$ cat config.mk
export PLATFORM = sky130hd
export DESIGN_NAME = mem_io_ctrl
export DESIGN_NICKNAME = d
export VERILOG_FILES = /design/src/rtl/mem_io_ctrl.sv
export SDC_FILE = /design/constraint.sdc
export NUM_CORES = 1
export LEC_CHECK = 0
export CAP_MARGIN = 20
export CORE_MARGIN = 3
export CORE_UTILIZATION = 49
export CTS_CLUSTER_SIZE = 30
export DETAILED_ROUTE_END_ITERATION = 10
export HOLD_SLACK_MARGIN = 0.08
export PLACE_DENSITY = 0.86
export SKIP_LAST_GASP = 1
export SLEW_MARGIN = 20
export SYNTH_ARGS = -nofsm -noshare
export SYNTH_HDL_FRONTEND = slang
export SYNTH_SLANG_ARGS = --single-unit
$ cat constraint.sdc
create_clock -name clk -period 5.3 [get_ports clk]
set_input_delay 1.06 -clock clk [delete_from_list [all_inputs] [get_ports clk]]
set_output_delay 1.06 -clock clk [all_outputs]
set_load 0.03 [all_outputs]
$ cat src/rtl/mem_io_ctrl.sv
// Data-side memory/I-O controller: decodes CPU data addresses into RAM, screen and
// keyboard regions, and buffers keyboard codes in a small memory-mapped FIFO.
module mem_io_ctrl #(
    parameter int unsigned FIFO_DEPTH = 4
) (
    input  logic        clk,
    input  logic        reset,
    input  logic [15:0] addrM,
    input  logic [15:0] outM,
    input  logic        wrtM,
    output logic [15:0] inM,
    output logic [13:0] ram_addr,
    output logic [15:0] ram_wdata,
    output logic        ram_we,
    input  logic [15:0] ram_rdata,
    output logic [12:0] scr_addr,
    output logic [15:0] scr_wdata,
    output logic        scr_we,
    input  logic [15:0] kbd_data,
    input  logic        kbd_valid,
    output logic        kbd_ready
);

    localparam int unsigned PW = $clog2(FIFO_DEPTH);
    localparam int unsigned CW = PW + 1;
    localparam logic [CW-1:0] FULL = CW'(FIFO_DEPTH);

    typedef enum logic [2:0] {
        R_NONE,
        R_RAM,
        R_SCR,
        R_KDATA,
        R_KSTAT
    } region_t;

    region_t       region;
    region_t       region_q;
    logic [15:0]   fifo_mem [FIFO_DEPTH];
    logic [PW-1:0] rd_ptr;
    logic [PW-1:0] wr_ptr;
    logic [CW-1:0] count;
    logic          overflow;
    logic [15:0]   kdata_q;
    logic [15:0]   kstat_q;
    logic          empty;
    logic          push;
    logic          pop;
    logic          ovf_set;
    logic          ovf_clr;

    always_comb begin
        region = R_NONE;
        if (addrM[15:14] == 2'b00)
            region = R_RAM;
        else if (addrM[15:13] == 3'b010)
            region = R_SCR;
        else if (addrM == 16'h6000)
            region = R_KDATA;
        else if (addrM == 16'h6001)
            region = R_KSTAT;
    end

    assign ram_addr  = addrM[13:0];
    assign ram_wdata = outM;
    assign scr_addr  = addrM[12:0];
    assign scr_wdata = outM;
    assign ram_we    = !reset && wrtM && (region == R_RAM);
    assign scr_we    = !reset && wrtM && (region == R_SCR);

    assign empty     = (count == '0);
    assign kbd_ready = (count != FULL);
    assign push      = kbd_valid && kbd_ready;
    assign pop       = wrtM && (region == R_KDATA) && !empty;
    assign ovf_set   = kbd_valid && !kbd_ready;
    assign ovf_clr   = wrtM && (region == R_KSTAT);

    always_ff @(posedge clk or posedge reset) begin
        if (reset) begin
            region_q <= R_NONE;
            kdata_q  <= '0;
            kstat_q  <= '0;
            rd_ptr   <= '0;
            wr_ptr   <= '0;
            count    <= '0;
            overflow <= 1'b0;
        end else begin
            region_q <= region;
            // Head and status are snapshotted before this edge's push/pop take effect.
            kdata_q  <= empty ? '0 : fifo_mem[rd_ptr];
            kstat_q  <= {overflow, {(15 - CW){1'b0}}, count};
            if (push)
                wr_ptr <= wr_ptr + 1'b1;
            if (pop)
                rd_ptr <= rd_ptr + 1'b1;
            if (push && !pop)
                count <= count + 1'b1;
            else if (pop && !push)
                count <= count - 1'b1;
            if (ovf_clr)
                overflow <= 1'b0;
            else if (ovf_set)
                overflow <= 1'b1;
        end
    end

    always_ff @(posedge clk) begin
        if (push)
            fifo_mem[wr_ptr] <= kbd_data;
    end

    // RAM data arrives from the synchronous RAM's own output register, so all
    // regions share the same one-cycle read latency.
    always_comb begin
        inM = '0;
        case (region_q)
            R_RAM:   inM = ram_rdata;
            R_KDATA: inM = kdata_q;
            R_KSTAT: inM = kstat_q;
            default: inM = '0;
        endcase
    end

endmodule

== After elaboration in Yosys (flattened, before gate mapping) ==
Memories as Yosys holds them, arrays and structs flattened.
Cells that the tools add are included.

* Bits in registers: 31
* Memories: 1
* Bits in writable memories: 64
* Input bits: 68
* Logic and storage cells: 54

{| class="wikitable"
|+ Memories
! memory !! words !! width !! rd ports !! clocked after memory_dff !! write ports !! RTL line !! RTL
|-
| fifo_mem || 4 || 16 || 1 || 0 || 1 || 38 || <nowiki>logic [15:0] fifo_mem [FIFO_DEPTH];</nowiki>
|}

* Equal/unequal tests: 11
* $add $sub $neg: 4
* Muxes and demuxes: 12
* Reductions and logical operators: 19

{| class="wikitable"
|+ Operators with widths
! operator !! number
|-
| 16-bit case mux with 3 select lines || 1
|-
| 16-bit by 15-bit == test with 1-bit output (second input constant) || 2
|-
| 3-bit 2-to-1 mux || 6
|-
| 16-bit 2-to-1 mux || 1
|-
| 3-bit by 2-bit == test with 1-bit output (second input constant) || 4
|-
| 1-bit logical AND || 10
|-
| 3-bit by 1-bit == test with 1-bit output (second input constant) || 2
|-
| 3-bit == test (second input constant) || 2
|-
| 1-bit zero test || 5
|-
| 2-bit by 1-bit adder with 2-bit output (second input constant) || 2
|-
| 1-bit 2-to-1 mux || 4
|-
| 2-bit nonzero test || 2
|-
| 3-bit by 1-bit adder with 3-bit output (second input constant) || 1
|-
| 3-bit zero test || 1
|-
| 3-bit != test (second input constant) || 1
|-
| 3-bit by 1-bit subtractor with 3-bit output (second input constant) || 1
|-
| 2-bit zero test || 1
|}

== Longest topological paths before layout ==
* Depth in word-level cells: 11
* Gate-level depth with buffers: 9

== Worst setup path before layout ==
No wires, ideal clock.

* Kind: input -> output
* Start: input port reset
* End: output port ram_we
* Data required time: 4.240 ns
* Slack: 1.676 ns
* Stages on the path: 3
* Arrival time: 2.564 ns
* Path through: inv_1 nand2_1 nor3_1

* Word-level cells in the longest chain between the ends: 3

{| class="wikitable"
|+ RTL lines
! what !! RTL line !! RTL
|-
| from (decl) || 7 || <nowiki>input logic reset,</nowiki>
|-
| 1-bit zero test (no source line) || - ||
|-
| 1-bit logical AND (2 in a row) || 67 || <nowiki>assign ram_we = !reset && wrtM && (region == R_RAM);</nowiki>
|-
| to (decl) || 14 || <nowiki>output logic ram_we,</nowiki>
|}

No other way between the ends.

== Final worst setup path ==
* Start: input port addrM[14]
* End: output port scr_we

* Word-level cells in the longest chain between the ends: 7

{| class="wikitable"
|+ RTL lines
! what !! RTL line !! RTL
|-
| from (decl) || 8 || <nowiki>input logic [15:0] addrM,</nowiki>
|-
| 16-bit by 15-bit == test with 1-bit output || 59 || <nowiki>else if (addrM == 16'h6001)</nowiki>
|-
| 3-bit 2-to-1 mux || 59 ||
|-
| 3-bit 2-to-1 mux || 57 || <nowiki>else if (addrM == 16'h6000)</nowiki>
|-
| 3-bit 2-to-1 mux || 55 || <nowiki>else if (addrM[15:13] == 3'b010)</nowiki>
|-
| 3-bit 2-to-1 mux * || 53 || <nowiki>if (addrM[15:14] == 2'b00)</nowiki>
|-
| 3-bit by 2-bit == test with 1-bit output * || 68 || <nowiki>assign scr_we = !reset && wrtM && (region == R_SCR);</nowiki>
|-
| 1-bit logical AND * || 68 ||
|-
| to (decl) || 18 || <nowiki>output logic scr_we,</nowiki>
|}

Mark *: on every way between the ends. The rest lies on a longest branch, timed or not.

==> results.py <==
metrics = {
    "final_layout": {
        "num-nets-final": 395,
        "area_growth_pct": 19.5,
        "diodes": 0,
        "fin_area_um2": 5080,
        "drive_gt1_frac": 0.113,
        "fillCellCount": 601,
        "stdcell_count": 431,
    },
    "setup_path": {
        "critPathMaxFanout": 5,
        "crit_start": "addrM[14]",
        "path_class": "in2out",
        "crit_path_start_kind": "primary input",
        "worst_setup_path_end_kind": "output port",
        "arrival_ns": 2.86,
        "crit_required_ns": 4.24,
        "r2r-start": "count[0]$_DFFE_PP0P_",
    },
    "synth": {
        "yosysWarningCount": 0,
        "ys_seq_area_frac": 0.635,
        "synth-seq-cells": 95,
        "yosys.cell_types.count": 33,
        "synth_commonest_cells": "64 x edfxtp_1, 59 x buf_4, 31 x dfrtp_1",
        "syn-cell-area_um2": 4250,
        "async_flop_share": 0.326,
        "synth_edf_count": 64,
        "synth_top_area_share": 0.453,
        "synthTopCellsByArea": "edfxtp_1 45%, dfrtp_1 18%, buf_4 10%, mux4_2 8.5%, mux2i_1 3.8%",
        "syn_avg_cell_area_um2": 15.2,
        "syn_inst": 279,
        "synth_area_leader_cell": "edfxtp_1",
        "synth_nets": 353,
        "ys.flop_type": "edfxtp_1",
        "yosysMostFrequentCell": "edfxtp_1",
    },
    "pwr": {
        "finalPower_w": 0.00190,
        "ir_drop_v": 0.000212,
        "power.leakage_nw": 1.79,
        "powerDensity_nw_per_um2": 375,
    },
    "status": {
        "status": "finished clean",
    },
    "clock_network": {
        "ctsHoldBuffers": 0,
        "cts.clk_slew.worst_paths_ns": 0.09,
        "cts.path.max_buffers": 2,
        "cts_resized": 0,
        "cts_sinks": 95,
        "cts-buffers-inserted": 9,
        "post-cts-setup-buffers": 0,
        "cts_tree": "done",
        "clkLatencyLatePin_ns": 0.35,
        "htree_levels": 3,
        "root_buffer": "clkbuf_8",
    },
    "timing": {
        "min_period_over_period": 0.739,
        "skew_ns": 0.00968,
        "final-max-slew-violation-count": 0,
        "fin_setup_tns_ns": 0,
        "rsz0062_at_grt": "false",
        "finalSetupViolCount": 0,
        "setup_ws_ns": 1.38,
        "worstMarginPinSlew_ns": 0.898,
        "final_hold_viol_count": 0,
        "fin_crit_ns": 3.92,
        "fmax_ghz": 0.255,
        "max-slew-margin-rel": 0.402,
    },
    "global_route": {
        "grt-busiest-layer": "met2",
        "grt_util_met1": 0.225,
        "antenna_found_initial": 0,
        "grt_pass1_wl_mm": 12.4,
        "grt_use_total": 0.167,
        "grt_max_degree": 32,
        "grt_pass1_vias": 2308,
        "grtUsageMet2": 0.253,
        "use_met3": 0.0273,
        "grt_overflow": 0,
    },
    "routing": {
        "dr_total_vias": 2235,
        "ant_nets": 0,
        "wl_per_cell_um": 18.1,
        "drc_errors": 0,
        "drt_first_iter_violations": 103,
        "drt-total-wl_mm": 7.78,
        "vias_per_cell": 5.19,
        "first_pass_iters": 4,
    },
    "floorplan": {
        "core_area_um2": 8300,
        "die_x_um": 99.1,
        "ios": 146,
        "initial_core_util": 0.512,
        "die_area_um2": 9820,
        "die_h_um": 99.1,
        "rows": 33,
    },
    "placement": {
        "pre_cts_ws_ns": 1.40,
        "placed_cells": 415,
        "port_buffers": 97,
        "place_congestion": 0.847,
        "place_area_um2": 4860,
        "dp_hpwl_mm": 5.62,
    },
    "run": {
        "maxCapViolCount": 0,
    },
    "hold_path": {
        "hold_path_class": "reg2reg",
        "hp-start": "overflow$_DFFE_PP0P_",
    },
}
## layer usage
metal / share of wire / up-vias
met5: 0 / -
met4: 0.041 / 0
met3: 0.063 / 35
met2: 0.49 / 64
met1: 0.40 / 1110
li1: - / 1026
## cell families after synthesis
group           after synthesis  share of synthesized area
xor+xnor                      6                     0.0124
compound gates                9                     0.0115
simple gates                 59                     0.0766
buf+inv                      71                      0.120
flops                        95                      0.635
mux                          33                      0.125
fa+ha+maj                     6                     0.0194
## layout by cell type (no fill, tap or decap), drive strengths merged
master          n
clkdlybuf4s50  97
edfxtp         64
and2            2
ha              5
and3            4
xnor2           4
mux2i          16
nand3           2
xor2            2
dfrtp          31
and4bb          1
nand2           7
mux2            1
mux4           16
nand4           1
fa              1
nor2           16
and4            1
clkinv          3
nor4            2
nor2b          16
a31oi           2
clkbuf         10
o22ai           1
bufinv          1
nor3b           1
nor4b           1
or3b            1
o21ai           6
buf             1
inv             6
nand2b          1
nor3            3
## through the flow
step / hold slack [ns] / util
floorplan: 0.354 / -
finish: 0.388 / 0.612
detailed placement: 0.376 / 0.586
global route: 0.402 / 0.612
CTS: 0.395 / 0.611
global placement: 0.373 / 0.586
## power breakdown
part           internal [W]  switching, W
logic              0.000163      0.000213
registers          0.000982     0.0000691
clock network      0.000234      0.000241
total               0.00138      0.000523
## critical path, stage by stage
cell	delay, ns
clkdlybuf4s50_1	0.53
or3b_2	0.47
nor2_1	0.11
clkdlybuf4s50_1	0.68
## state kept, by name, summed over array words and instances, names as in the netlist
register / flops
region_q: 3
rd_ptr: 2
fifo_mem: 64
wr_ptr: 2
count: 3
kstat_q: 4
kdata_q: 16
overflow: 1
## layout make-up
type | instances | area [um2] | area share
clock buffers | 10 | 138 | 0.0271
repair buffers | 98 | 978 | 0.193
multi-input cells | 113 | 1050 | 0.206
inverters | 4 | 15.0 | 0.00296
well taps | 105 | 131 | 0.0259
flip-flops and latches | 95 | 2700 | 0.532
clock inverters | 6 | 67.6 | 0.0133
## worst paths after layout
kind	cells past startpoint	end	slack, ns
min	0	kstat_q[15]$_DFF_PP0_	0.39
max	4	scr_we	1.38
min in group asynchronous	3	kdata_q[14]$_DFF_PP0_	1.21
min reg2reg	0	kstat_q[15]$_DFF_PP0_	0.39
max reg2reg	9	count[2]$_DFFE_PP0P_	2.77
max in group asynchronous	3	rd_ptr[0]$_DFFE_PP0P_	3.79
Power figures use the tool's default switching activity.
